<file path="config.mk">
export PLATFORM = sky130hd
export DESIGN_NAME = adc_serial_responder
export DESIGN_NICKNAME = d
export VERILOG_FILES = /design/src/rtl/adc_serial_responder.sv
export SDC_FILE = /design/constraint.sdc
export NUM_CORES = 1
export LEC_CHECK = 0
export CAP_MARGIN = 10
export CORE_MARGIN = 2
export CORE_UTILIZATION = 55
export CTS_CLUSTER_SIZE = 20
export DETAILED_ROUTE_END_ITERATION = 6
export HOLD_SLACK_MARGIN = 0.03
export PLACE_DENSITY = 0.79
export SLEW_MARGIN = 30
export SYNTH_ARGS = -nofsm -noshare
export SYNTH_HDL_FRONTEND = slang
export SYNTH_SLANG_ARGS = --single-unit
</file>
<file path="constraint.sdc">
create_clock -name Clock -period 20.9 [get_ports Clock]
set_input_delay 3.135 -clock Clock [delete_from_list [all_inputs] [get_ports Clock]]
set_output_delay 3.135 -clock Clock [all_outputs]
set_load 0.01 [all_outputs]
</file>
<file path="src/rtl/adc_serial_responder.sv">
// ADC-side loopback partner for the converter control FSM: receives 32-bit serial
// config frames into a register file and answers calibration requests with CalRunning.

module adc_sync_bit #(
  parameter logic RST_VAL = 1'b0
) (
  input  logic Clock,
  input  logic Reset,
  input  logic d,
  output logic q
);
  logic meta;

  always_ff @(posedge Clock or posedge Reset) begin
    if (Reset) begin
      meta <= RST_VAL;
      q    <= RST_VAL;
    end else begin
      meta <= d;
      q    <= meta;
    end
  end
endmodule

module adc_serial_responder #(
  parameter int          CAL_MIN_HIGH   = 8,
  parameter int          CAL_RUN_CYCLES = 10,
  parameter logic [11:0] HEADER         = 12'h001
) (
  input  logic        Clock,
  input  logic        Reset,
  input  logic        InSclk,
  input  logic        InSdata,
  input  logic        InSelect,
  input  logic        InPD,
  input  logic        InPDQ,
  input  logic        InCal,
  output logic        OutCalRunning,
  input  logic [3:0]  RegAddr,
  output logic [15:0] RegData,
  output logic        FrameValid,
  output logic [3:0]  FrameAddr,
  output logic [15:0] FrameData,
  output logic        FrameError
);

  // Synchronizer lanes; Select idles high, everything else low.
  localparam int NSYNC = 6;
  localparam int S_SCLK = 0, S_SDATA = 1, S_SEL = 2, S_CAL = 3, S_PD = 4, S_PDQ = 5;
  localparam logic [NSYNC-1:0] SYNC_RST = 6'b000100;

  localparam logic [1:0] ST_IDLE = 2'd0;
  localparam logic [1:0] ST_ARM  = 2'd1;
  localparam logic [1:0] ST_WAIT = 2'd2;
  localparam logic [1:0] ST_RUN  = 2'd3;

  localparam int CW = 16;

  logic [NSYNC-1:0] pins, synced;
  assign pins = {InPDQ, InPD, InCal, InSelect, InSdata, InSclk};

  for (genvar i = 0; i < NSYNC; i++) begin : gSync
    adc_sync_bit #(.RST_VAL(SYNC_RST[i])) uSync (
      .Clock (Clock),
      .Reset (Reset),
      .d     (pins[i]),
      .q     (synced[i])
    );
  end

  logic sclkPrev, selPrev, calPrev;
  logic sclkRise, selFall, selRise, calRise, calFall;

  always_ff @(posedge Clock or posedge Reset) begin
    if (Reset) begin
      sclkPrev <= 1'b0;
      selPrev  <= 1'b1;
      calPrev  <= 1'b0;
    end else begin
      sclkPrev <= synced[S_SCLK];
      selPrev  <= synced[S_SEL];
      calPrev  <= synced[S_CAL];
    end
  end

  assign sclkRise = synced[S_SCLK] & ~sclkPrev;
  assign selFall  = ~synced[S_SEL] & selPrev;
  assign selRise  = synced[S_SEL] & ~selPrev;
  assign calRise  = synced[S_CAL] & ~calPrev;
  assign calFall  = ~synced[S_CAL] & calPrev;

  // Frame receiver
  logic [31:0]        shiftReg;
  logic [5:0]         bitCnt;
  logic [14:0][15:0]  regFile;
  logic               frameOk;

  assign frameOk = (bitCnt == 6'd32) && (shiftReg[31:20] == HEADER);

  always_ff @(posedge Clock or posedge Reset) begin
    if (Reset) begin
      shiftReg   <= '0;
      bitCnt     <= '0;
      regFile    <= '0;
      FrameValid <= 1'b0;
      FrameError <= 1'b0;
      FrameAddr  <= '0;
      FrameData  <= '0;
    end else begin
      FrameValid <= 1'b0;
      FrameError <= 1'b0;
      if (selFall) begin
        shiftReg <= '0;
        bitCnt   <= '0;
      end else if (sclkRise && !synced[S_SEL]) begin
        // Bits past 32 only push the counter to 33 so the frame is rejected.
        if (bitCnt < 6'd32) begin
          shiftReg <= {shiftReg[30:0], synced[S_SDATA]};
          bitCnt   <= bitCnt + 6'd1;
        end else begin
          bitCnt <= 6'd33;
        end
      end else if (selRise) begin
        if (frameOk) begin
          FrameValid <= 1'b1;
          FrameAddr  <= shiftReg[19:16];
          FrameData  <= shiftReg[15:0];
          if (shiftReg[19:16] != 4'hF)
            regFile[shiftReg[19:16]] <= shiftReg[15:0];
        end else if (bitCnt != 6'd0) begin
          FrameError <= 1'b1;
        end
      end
    end
  end

  always_comb begin
    RegData = '0;
    if (RegAddr == 4'hF)
      RegData = {15'b0, synced[S_PDQ]};
    else
      RegData = regFile[RegAddr];
  end

  // Calibration FSM
  logic [1:0]    calState;
  logic [CW-1:0] calCnt;
  logic          pd;

  assign pd = synced[S_PD];

  always_ff @(posedge Clock or posedge Reset) begin
    if (Reset) begin
      calState      <= ST_IDLE;
      calCnt        <= '0;
      OutCalRunning <= 1'b0;
    end else begin
      case (calState)
        ST_IDLE: begin
          if (calRise && !pd) begin
            calState <= ST_ARM;
            calCnt   <= '0;
          end
        end
        ST_ARM: begin
          if (pd || calFall)
            calState <= ST_IDLE;
          else if (calCnt == CW'(CAL_MIN_HIGH - 1))
            calState <= ST_WAIT;
          else
            calCnt <= calCnt + 1'b1;
        end
        ST_WAIT: begin
          if (pd) begin
            calState <= ST_IDLE;
          end else if (calFall) begin
            calState      <= ST_RUN;
            calCnt        <= CW'(CAL_RUN_CYCLES - 1);
            OutCalRunning <= 1'b1;
          end
        end
        ST_RUN: begin
          if (pd || calCnt == '0) begin
            calState      <= ST_IDLE;
            OutCalRunning <= 1'b0;
          end else begin
            calCnt <= calCnt - 1'b1;
          end
        end
        default: begin
          calState      <= ST_IDLE;
          OutCalRunning <= 1'b0;
        end
      endcase
    end
  end

endmodule

</file>
==> impl_metrics.ini <==
[power]
pwr_density_cell_nw_per_um2 = 77.3
p_leak_nw = 8.16
vdd_drop_max_v = 0.0000755

[synthesis]
synthFlopType = dfrtp_1
synth_most_common_cell = dfrtp_1
yosys.cell_types.count = 63
ys_warn_count = 0
yosysTopAreaCell = dfrtp_1
synth_seq_cells = 334
synth_area_um2 = 15300
synth_edf_count = 0
synth_top_cells_by_count = dfrtp_1, mux2_2, mux4_2
syn_nets = 1104
synthTopCellsByArea = dfrtp_1, mux2_2, mux4_2, mux2_1, mux2i_1
postSynthAreaPerCell_um2 = 14.1
syn_inst = 1085
async_reset_ff_frac = 1.00
synth-seq-area-share = 0.546
synth.top_cell.area_share = 0.540

[grt]
grt_max_degree = 146
use_met3 = 0.0396
grt_util_met1 = 0.313
grt_most_used_layer = met2
grt_antenna_before_repair = 0
grt_pass1_wl_um = 53400
grt_remaining_overflow = 0
met2_usage = 0.403
gr-usage-all-layers = 0.237
grt_pass1_vias = 9654

[floorplan]
dieArea_um2 = 29200
ios = 51
design.core.area_um2 = 27600
die_y_um = 171
die_w_um = 171
num_rows = 61
initial_core_util = 0.555

[detailed_routing]
vias = 9184
detail-route-antenna-nets = 0
drt_pass1_iterations = 5
drt_iter0_markers = 967
viasPerCell = 6.11
post-route-drc-count = 0
wl_per_cell_um = 22.0
routed_wirelength_um = 33100

[timing]
worst_pin_slew_ns = 0.954
fin_crit_ns = 9.01
post-route-period-util = 0.431
fin_skew_ns = 0.0168
max_freq_ghz = 0.111
max-slew-margin-rel = 0.362
hold_viol = 0
rsz0062_at_grt = false
slew_viol_final = 0
setup_tns_ns = 0
setup_violations = 0

[critical_path]
crit_buf_inv = 2
start_kind = primary input
crit_path_max_fanout = 17
slowest_stage = clkdlybuf4s50_1
critical_path_class = in2out
path_delay_family = buffers and inverters
slowest_delay_ns = 1.10
required_ns = 17.77
rrSetupSlack_ns = 17.46
cpMostUsedCell = clkdlybuf4s50_1
crit_chain = clkdlybuf4s50_1, nand2_1, o22ai_1, clkdlybuf4s50_1
arrival_ns = 5.87
worst_setup_path_end_kind = output port

[final_layout]
area_growth_pct = 12.2
antennaDiodeCount = 0
fin_area_um2 = 17200
drive_gt1_frac = 0.345
layout.nets = 1122

[place]
hpwl_um = 19400
place_congestion = 0.835
portBuffers = 50
dpl_cell_area_um2 = 16000

[clock_tree]
cts-resized-gates = 0
cts_made_buffers = 36
cts_sinks = 334
cts_tree = yes
clock_latency_ns = 0.52
cts.path.max_buffers = 3
root_buffer = clkbuf_16
post_cts_buffers = 0
cts_hold_buf = 0
path_clk_slew_ns = 0.06
cts_htree_levels = 2

[hold_path]
worstHoldPathType = reg2reg

[run]
max_cap_viol_count = 0

[outcome]
status = completed
## final cells by class
cell class,instances,area [um^2]
fillers,2020,10400
flip-flops and latches,334,8360
multi-input cells,658,6550
clock buffers,47,1030
repair buffers,64,603
well taps,378,473
clock inverters,14,128
inverters,9,46.3
## sequential cells by signal, indices dropped and copies added (netlist names), 2 cells and up
register	cells
regFile	240
shiftReg	32
FrameData	16
calCnt	16
bitCnt	6
gSync.uSync.meta	6
gSync.uSync.q	6
FrameAddr	4
calState	2
## where the power goes
group	internal (mW)	switching, mW	total (mW)
registers	0.650	0.00450	0.655
clock network	0.372	0.253	0.625
logic	0.0146	0.0336	0.0482
## routing by layer
layer,vias to the layer above,part of all wire
met5,-,0
met4,0,0.028
met3,77,0.044
met2,229,0.50
met1,4823,0.42
li1,4055,-
## logic make-up (layout without fill, tap and decap cells)
kind of cell	after synthesis	after routing	share of synthesized area
and+or+nand+nor	150	150	0.0601
adders and majority gates	8	8	0.00637
AOI/OAI and AO/OA	140	140	0.0612
xor gates and xnor gates	8	8	0.00457
buffers and inverters	93	134	0.0278
DFF	334	334	0.546
muxes	352	352	0.294
## path summary, 6_finish.rpt
check / start / end / cells after the start
min reg2reg: gSync[5].uSync.meta / gSync[5].uSync.q / 0
max in group asynchronous: Reset / regFile[113] / 3
min: gSync[5].uSync.meta / gSync[5].uSync.q / 0
min in group asynchronous: Reset / regFile[0] / 2
max: RegAddr[3] / RegData[15] / 4
max reg2reg: bitCnt[0] / regFile[41] / 9
## worst reg2reg max path, cell delays in order, from the launching register on
cell and delay [ns]:
dfrtp_1 0.41, inv_1 0.10, ha_1 0.15, nor4b_4 0.29, nand4b_4 0.20, nor2_4 0.72
nand3b_4 0.27, nor3_4 0.45, buf_4 0.35, mux2_1 0.37
## per-stage QoR
stage	std cells	total power [mW]	utilization	hold slack, ns	setup WS, ns
CTS	1504	1.34	0.622	0.346	11.84
finish	1504	1.33	0.622	0.345	11.89
global placement	1443	0.715	0.580	0.333	11.88
detailed placement	1443	0.715	0.580	0.335	11.84
floorplan	1085	0.701	-	0.331	8.52
global route	1504	1.37	0.622	0.357	11.74
## layout by cell type, fill, tap and decap left out, types with 3 or more instances in the layout
master           count
dfrtp_1            331
mux2_2             225
mux4_2              53
nand2_1             48
clkdlybuf4s50_1     47
o21ai_0             43
mux2i_1             38
clkbuf_16           37
mux2_1              36
a22o_1              33
nor2_1              23
a21oi_1             18
nand3_1             14
o22ai_1             14
buf_4               14
clkinv_2            10
nor2_4               9
inv_1                8
nand4_1              8
nor3_1               8
xnor2_1              7
ha_1                 7
clkbuf_8             7
nor4_1               6
a21o_1               5
a31oi_1              5
nor2b_1              4
a211oi_1             4
nand2b_1             3
nor3_4               3
and3_1               3
a31o_2               3
clkbuf_1             3
dfstp_2              3
Note: power is estimated with default switching activity, not from simulation.
